--- src/rtl/b1_fifo_rd_packer_if.sv ---
`default_nettype none
// ============================================================================
// b1_fifo_rd_packer_if : FIFO-read and packed-beat stream bundle | Rev 1.0
// ============================================================================
interface b1_fifo_rd_packer_if #(
  parameter int DWIDTH = 8,
  parameter int RATIO  = 4
);
  logic                      fifo_empty_i;
  logic [DWIDTH-1:0]         fifo_q_i;
  logic                      fifo_rdreq_o;
  logic                      flush_i;
  logic [RATIO*DWIDTH-1:0]   data_o;
  logic [RATIO-1:0]          keep_o;
  logic                      valid_o;
  logic                      ready_i;

  // master is the packer; slave is the FIFO/downstream environment
  modport master (
    input  fifo_empty_i, fifo_q_i, flush_i, ready_i,
    output fifo_rdreq_o, data_o, keep_o, valid_o
  );

  modport slave (
    output fifo_empty_i, fifo_q_i, flush_i, ready_i,
    input  fifo_rdreq_o, data_o, keep_o, valid_o
  );
endinterface
`default_nettype wire

--- src/rtl/b1_fifo_rd_packer.sv ---
`default_nettype none
// ============================================================================
// b1_fifo_rd_packer : packs RATIO non-showahead FIFO words per beat | Rev 1.0
// ============================================================================
module b1_fifo_rd_packer #(
  parameter int DWIDTH = 8,
  parameter int RATIO  = 4
) (
  input  wire logic              clk_i,
  input  wire logic              rst_n_i,
  b1_fifo_rd_packer_if.master    bus
);

  localparam int              c_CW   = $clog2(RATIO + 1);
  localparam int              c_BW   = RATIO * DWIDTH;
  localparam logic [c_CW-1:0] c_FULL = c_CW'(RATIO);
  localparam logic [c_CW-1:0] c_ONE  = c_CW'(1);

  logic [c_CW-1:0]  cnt_q, cnt_d;
  logic             inflight_q, inflight_d;
  logic             flush_pend_q, flush_pend_d;
  logic [c_BW-1:0]  asm_q, asm_d;
  logic [c_BW-1:0]  data_q, data_d;
  logic [RATIO-1:0] keep_q, keep_d;
  logic             valid_q, valid_d;

  logic [c_CW-1:0]  w_cnt_cap;
  logic [c_BW-1:0]  w_asm_cap;
  logic [RATIO-1:0] w_keep_new;
  logic             w_complete;
  logic             w_out_free;
  logic             w_load;
  logic             w_rdreq;

  // Assembly as it will look once the in-flight word (if any) lands this edge
  always_comb begin
    w_asm_cap = asm_q;
    w_cnt_cap = cnt_q;
    if (inflight_q) begin
      for (int k = 0; k < RATIO; k++) begin
        if (k == int'(cnt_q)) begin
          w_asm_cap[k*DWIDTH +: DWIDTH] = bus.fifo_q_i;
        end
      end
      w_cnt_cap = cnt_q + c_ONE;
    end
    for (int k = 0; k < RATIO; k++) begin
      w_keep_new[k] = (k < int'(w_cnt_cap));
    end
  end

  // Reads are blocked during flush, so a pending flush with words means no word is in flight
  assign w_complete = (w_cnt_cap == c_FULL) || (flush_pend_q && (w_cnt_cap != '0));
  assign w_out_free = !valid_q || bus.ready_i;
  assign w_load     = w_complete && w_out_free;

  // A full beat draining this edge frees slot 0 for the next word, keeping back-to-back reads
  assign w_rdreq = rst_n_i && !bus.fifo_empty_i && !flush_pend_q &&
                   (w_load || (w_cnt_cap != c_FULL));

  always_comb begin
    cnt_d        = w_cnt_cap;
    asm_d        = w_asm_cap;
    inflight_d   = w_rdreq;
    data_d       = data_q;
    keep_d       = keep_q;
    valid_d      = valid_q;
    flush_pend_d = flush_pend_q;
    if (w_load) begin
      data_d       = w_asm_cap;
      keep_d       = w_keep_new;
      valid_d      = 1'b1;
      cnt_d        = '0;
      asm_d        = '0;
      flush_pend_d = 1'b0;
    end else begin
      if (valid_q && bus.ready_i) begin
        valid_d = 1'b0;
      end
      if (flush_pend_q && (w_cnt_cap == '0) && !inflight_q) begin
        flush_pend_d = 1'b0;
      end else if (bus.flush_i) begin
        flush_pend_d = 1'b1;
      end
    end
  end

  always_ff @(posedge clk_i or negedge rst_n_i) begin
    if (!rst_n_i) begin
      cnt_q        <= '0;
      inflight_q   <= 1'b0;
      flush_pend_q <= 1'b0;
      asm_q        <= '0;
      data_q       <= '0;
      keep_q       <= '0;
      valid_q      <= 1'b0;
    end else begin
      cnt_q        <= cnt_d;
      inflight_q   <= inflight_d;
      flush_pend_q <= flush_pend_d;
      asm_q        <= asm_d;
      data_q       <= data_d;
      keep_q       <= keep_d;
      valid_q      <= valid_d;
    end
  end

  assign bus.fifo_rdreq_o = w_rdreq;
  assign bus.data_o       = data_q;
  assign bus.keep_o       = keep_q;
  assign bus.valid_o      = valid_q;

endmodule
`default_nettype wire

--- src/flat_wrapper.sv ---
// flat-port wrapper written by rule: the top's interface ports become plain ports
module b1_fifo_rd_packer_flat 
#(
  parameter int DWIDTH = 8,
  parameter int RATIO  = 4
)
  (clk_i, rst_n_i, bus_fifo_empty_i, bus_fifo_q_i, bus_flush_i, bus_ready_i, bus_fifo_rdreq_o, bus_data_o, bus_keep_o, bus_valid_o);
  b1_fifo_rd_packer_if #(.DWIDTH(DWIDTH), .RATIO(RATIO)) bus_i ();
  input  wire logic clk_i;
  input  wire logic rst_n_i;
  input wire logic [$bits(bus_i.fifo_empty_i)-1:0] bus_fifo_empty_i;
  input wire logic [$bits(bus_i.fifo_q_i)-1:0] bus_fifo_q_i;
  input wire logic [$bits(bus_i.flush_i)-1:0] bus_flush_i;
  input wire logic [$bits(bus_i.ready_i)-1:0] bus_ready_i;
  output wire logic [$bits(bus_i.fifo_rdreq_o)-1:0] bus_fifo_rdreq_o;
  output wire logic [$bits(bus_i.data_o)-1:0] bus_data_o;
  output wire logic [$bits(bus_i.keep_o)-1:0] bus_keep_o;
  output wire logic [$bits(bus_i.valid_o)-1:0] bus_valid_o;
  assign bus_i.fifo_empty_i = bus_fifo_empty_i;
  assign bus_i.fifo_q_i = bus_fifo_q_i;
  assign bus_i.flush_i = bus_flush_i;
  assign bus_i.ready_i = bus_ready_i;
  assign bus_fifo_rdreq_o = bus_i.fifo_rdreq_o;
  assign bus_data_o = bus_i.data_o;
  assign bus_keep_o = bus_i.keep_o;
  assign bus_valid_o = bus_i.valid_o;
  b1_fifo_rd_packer #(.DWIDTH(DWIDTH), .RATIO(RATIO)) u_core (.clk_i(clk_i), .rst_n_i(rst_n_i), .bus(bus_i));
endmodule
--- config.mk ---
export PLATFORM = sky130hd
export DESIGN_NAME = b1_fifo_rd_packer_flat
export DESIGN_NICKNAME = d
export VERILOG_FILES = /design/src/rtl/b1_fifo_rd_packer_if.sv /design/src/rtl/b1_fifo_rd_packer.sv /design/src/flat_wrapper.sv
export SDC_FILE = /design/constraint.sdc
export NUM_CORES = 1
export LEC_CHECK = 0
export BUFFER_PORTS_ARGS = -buffer_cell sky130_fd_sc_hd__buf_2
export CORE_ASPECT_RATIO = 1.75
export CORE_MARGIN = 5
export CORE_UTILIZATION = 56
export CTS_CLUSTER_DIAMETER = 150
export DETAILED_ROUTE_END_ITERATION = 8
export PLACE_DENSITY = 0.76
export RECOVER_POWER = 100
export SLEW_MARGIN = 5
export SYNTH_ARGS = -nofsm -noshare
export SYNTH_HDL_FRONTEND = slang
export SYNTH_SLANG_ARGS = --single-unit
--- constraint.sdc ---
create_clock -name clk_i -period 2.8 [get_ports clk_i]
set_clock_uncertainty 0.2 [all_clocks]
set_input_delay 0.42 -clock clk_i [delete_from_list [all_inputs] [get_ports clk_i]]
set_output_delay 0.42 -clock clk_i [all_outputs]
set_load 0.1 [all_outputs]
---- After elaboration in Yosys (flattened, before gate mapping) ----
Cells that the tools add are included.
cells by class
  reductions and logical operators ........ 20
  $lt $le $gt $ge ......................... 4
  equality and inequality tests ........... 5
  muxes and demuxes ....................... 13
  add/sub/neg operators ................... 1
operators by type and width
  kind                                                count
  two-way mux 32 bit                                  2
  two-way mux 8 bit                                   4
  logical AND 1 bit                                   8
  equality test 3 bit, first input constant           2
  zero test 3 bit                                     2
  < comparator 1 x 3 -> 1 bit, first input constant   2
  < comparator 2 x 3 -> 1 bit, first input constant   2
  two-way mux 3 bit                                   2
  nonzero test 3 bit                                  2
  two-way mux 1 bit                                   5
  zero test 1 bit                                     4
  adder 3 x 1 -> 3 bit, second input constant         1
  equality test 2 x 3 -> 1 bit, first input constant  1
  equality test 3 bit, second input constant          1
  logical OR 1 bit                                    3
  inequality test 3 bit, second input constant        1
  nonzero test 2 bit                                  1
storage, ports and cells
  word-level logic and storage cells ...... 50
  output and inout port bits .............. 38
  register bits ........................... 74
  bits of input ports ..................... 13

---- Depth between registers and ports, before layout ----
  depth in word-level cells ............... 8
  gate-level depth with buffers ........... 8
  gate-level depth less buffers ........... 6

---- Worst setup path before layout ----
No wires, ideal clock.
  path type ............................... reg2out
  start point ............................. register u_core.cnt_q[0]
  end point ............................... output bus_fifo_rdreq_o
  arrival time ............................ 2780 ps
  cell stages (with the launch flop) ...... 7
  data required time ...................... 2180 ps
  path buffers ............................ 0
  setup slack ............................. -600 ps
  cell sequence ........................... dfrtp_1 ha_1 ha_1 inv_1 a21oi_1 nor2_1 a21oi_1
between the ends
  longest elaborated chain between the ends .. 8
  elaborated cells between the ends (all ways) .. 10
  those cells by class .................... 1 x add/sub; 2 x eq/ne; 1 x mux; 6 x reduce/logical
RTL lines
  element                 line                     text
  from (decl)             b1_fifo_rd_packer.sv:19  logic [c_CW-1:0] cnt_q, cnt_d;
  from (signal assigned)  b1_fifo_rd_packer.sv:98  cnt_q <= cnt_d;
  adder 3 x 1 -> 3 bit    b1_fifo_rd_packer.sv:45  w_cnt_cap = cnt_q + c_ONE;
  two-way mux 3 bit (*)   b1_fifo_rd_packer.sv:39  if (inflight_q) begin
  nonzero test 3 bit      b1_fifo_rd_packer.sv:53  assign w_complete = (w_cnt_cap == c_FULL) || (flush_pend_q && (w_cnt_cap != '0));
  logical AND 1 bit       b1_fifo_rd_packer.sv:53
  logical OR 1 bit        b1_fifo_rd_packer.sv:53
  logical AND 1 bit       b1_fifo_rd_packer.sv:55  assign w_load = w_complete && w_out_free;
  logical OR 1 bit (*)    b1_fifo_rd_packer.sv:59  (w_load || (w_cnt_cap != c_FULL));
  logical AND 1 bit (*)   b1_fifo_rd_packer.sv:58  assign w_rdreq = rst_n_i && !bus.fifo_empty_i && !flush_pend_q &&
  to (decl)               flat_wrapper.sv:15       output wire logic [$bits(bus_i.fifo_rdreq_o)-1:0] bus_fifo_rdreq_o;
Every way passes the cells marked *; elsewhere a longest branch is shown, timed or not.

---- Final worst setup path ----
Same ends and word-level chain as after synthesis.

==> metrics.md <==
| Metric | Value |
|---|---|
| Antenna Cells | `0` |
| Area contributors post-synth | `dfrtp_1 59%, mux2i_1 21%, nor2_1 4.8%` |
| TritonCTS Sinks | `74` |
| CP required | `2.18 ns` |
| Die Footprint | `7290 um^2` |
| Num CTS Buffers | `9` |
| Crit Path Max Fanout | `9` |
| Max Cap Viol | `0` |
| Post-synth cell types | `32` |
| Data arrival, critical path | `2.07 ns` |
| Synth Net Count | `283` |
| Flops & latches, synth | `74` |
| CORE AREA | `5540 um^2` |
| Number of synthesized flops with an enable pin | `0` |
| Status | `completed` |
| Hold-critical path endpoint | `u_core.inflight_q` |
| Fin nets | `340` |
| HPWL Detailed | `4060 um` |
| DRC | `0` |
| R2r startpoint | `u_core.cnt_q[0]` |
| Area growth, synth to finish | `17.9%` |
| Root buffer cell | `clkbuf_8` |
| Seq/Total Area, Yosys | `58.7%` |
| CP startpoint kind | `flip-flop` |
| Clk slew on worst S/H paths | `0.07 ns` |
| Post-synthesis async set-or-reset flop share | `100%` |
| Port buffer count | `50` |
| Total Wirelength | `6020 um` |
| CP Launch Point | `u_core.cnt_q[0]` |
| Count of final hold-check violations | `0` |
| Setup violators final | `0` |
| Share of post-route cells with drive strength above 1 | `11.9%` |
| RR Endpoint | `u_core.bus.keep_o[0]` |
| First-pass GRT wire length | `10100 um` |
| Relative slew slack | `21.7%` |
| Synthesized netlist cell count | `265` |
| Fillers | `465` |
| Commonest non-fill, non-tap cell in the layout | `dfrtp_1` |
| Non-filler cells, final | `403` |
| Row count | `36` |
| CP Cell Sequence | `ha_1, ha_1, inv_1, a21oi_2, nor2_1, a21oi_2, buf_6` |
| Number of global-route vias before repair | `2076` |
| Setup TNS Final | `0 ns` |
| 1st-iter DRT viols | `69` |
| Post-synth top area cell | `dfrtp_1` |
| Worst R2R Setup Slack | `0.28 ns` |
| Initial antenna violation count | `0` |
| Final Wtd Congestion | `0.884` |
| Commonest non-fill, non-tap cells in the layout | `72 x dfrtp_1, 65 x mux2i_1, 40 x nor2_1, 40 x clkbuf_1, 37 x inv_1` |
| I/O Pins | `51` |
| Vias per inst | `5.05` |
| Final Slew Violations | `0` |
| Achievable Freq | `0.372 GHz` |
| Synth Warn # | `0` |
| Tmin final | `2.69 ns` |
| Antenna-violating nets left | `0` |
| R2R cell count | `7` |
| Vias after detailed routing | `2037` |
| Placed cells | `385` |
| Crit Path Class | `reg -> out` |
| CTS tree | `done` |
| Largest net degree at the start of global routing | `70` |
| Crit. End Element | `output port` |
| Worst-Margin Slew | `1.18 ns` |
| Post-synth top area share | `58.7%` |
| Mapped Area | `3150 um^2` |
| Clock buffer depth | `2` |
| RSZ-0062 raised after global routing | `no` |
| Routed WL per cell | `14.9 um` |
| Die X | `66.7 um` |
| Hold path start | `bus_fifo_empty_i` |
| Hold crit path type | `in -> reg` |
| Ys flop type | `dfrtp_1` |
| Final worst-path cycle share | `96.0%` |
| Detailed Routing Iterations Pass 1 | `4` |
| Gr ovfl total | `0` |
| Initial Utilization | `56.9%` |
| H-tree depth | `3` |
| Slowest-stage cell, CP | `dfrtp_2` |
| Die Ht | `109 um` |
| Crit path largest cell delay | `0.47 ns` |
| Clk_lat worst skew | `0.33 ns` |
| GRT Util Overall | `18.5%` |
| Avg Synthesized Cell Area | `11.9 um^2` |
| Hold path depth | `4` |
-- synthesized netlist by cell type, drive strengths merged, types with 2 or more instances --
| master | n |
|---|---|
| nor2 | 40 |
| ha | 5 |
| a21oi | 4 |
| mux2i | 65 |
| clkbuf | 2 |
| inv | 37 |
| a31oi | 3 |
| dfrtp | 74 |
| o21ai | 2 |
| buf | 7 |
| nand2 | 5 |
| nor3 | 2 |
| nand2b | 2 |
| nor2b | 3 |
-- layout make-up --
type | instances | area, um^2 | area share [%]
Clock buffer | 12 | 145 | 3.90
Clock inverter | 4 | 98.8 | 2.66
Inverter | 37 | 139 | 3.74
Multi-Input combinational cell | 145 | 1110 | 29.9
Sequential cell | 74 | 1850 | 49.9
Tap cell | 76 | 95.1 | 2.56
Timing Repair Buffer | 55 | 274 | 7.37
-- registers in the layout, summed over array words and instances (netlist names) --
| signal | flops |
|---|---|
| u_core.flush_pend_q | 1 |
| u_core.cnt_q | 3 |
| u_core.bus.keep_o | 4 |
| u_core.inflight_q | 1 |
| u_core.bus.valid_o | 1 |
| u_core.asm_q | 32 |
| u_core.bus.data_o | 32 |
-- routing by layer --
layer	wire length, um	global-route usage [%]	vias up	share of wire, %
li1	-	-	978	-
met5	0	0	-	0
met3	321	4.54	10	5.3
met2	3090	29.5	47	51
met4	82	6.83	0	1.4
met1	2520	24.2	1002	42
-- how the worst max path moves through the flow --
stage | end | slack [ns]
after floorplan | bus_fifo_rdreq_o | 0.02
final | bus_fifo_rdreq_o | 0.11
after global routing | bus_fifo_rdreq_o | 0.003
after detailed placement | u_core.bus.data_o[19] | 0.31
after CTS | bus_fifo_rdreq_o | 0.02
after global placement | u_core.bus.keep_o[0] | 0.39
-- cell families after synthesis --
kind of cell    count (synthesis)  share of synthesized area, %
fa+ha+maj                       5                          1.98
simple gates                   57                          7.82
buf+inv                        46                          6.07
flops                          74                          58.7
compound gates                 16                          4.13
mux                            66                          21.0
xor+xnor                        1                         0.278
-- metrics by stage --
stage / worst slack [ns] / utilization, % / hold WS [ns] / cell area [um^2]
after floorplan: 0.0215 / - / -0.0756 / 3160
after detailed placement: 0.307 / 63.4 / 0.0418 / 3510
final: 0.112 / 67.1 / 0.135 / 3720
after global routing: 0.00326 / 67.1 / 0.159 / 3720
after CTS: 0.0212 / 68.1 / 0.134 / 3770
after global placement: 0.390 / 63.4 / 0.0381 / 3510
-- worst max-delay path, delay by kind of cell, from the launching register on --
| kind | cells | cell delay, ns |
|---|---|---|
| simple gates | 1 | 0.07 |
| fa+ha+maj | 2 | 0.52 |
| compound gates | 2 | 0.35 |
| buf+inv | 2 | 0.31 |
| flops | 1 | 0.47 |
-- what timing repair did --
action	CTS	global route
hold buffers	1	0
setup buffers	0	1
pin swaps	0	1
hold endpoints to repair	5	0
endpoints found under the setup margin	1	1
resized for setup	1	2
Power is not shown: default switching activity piles up to over one toggle a cycle in this logic, so the estimate is an artifact.
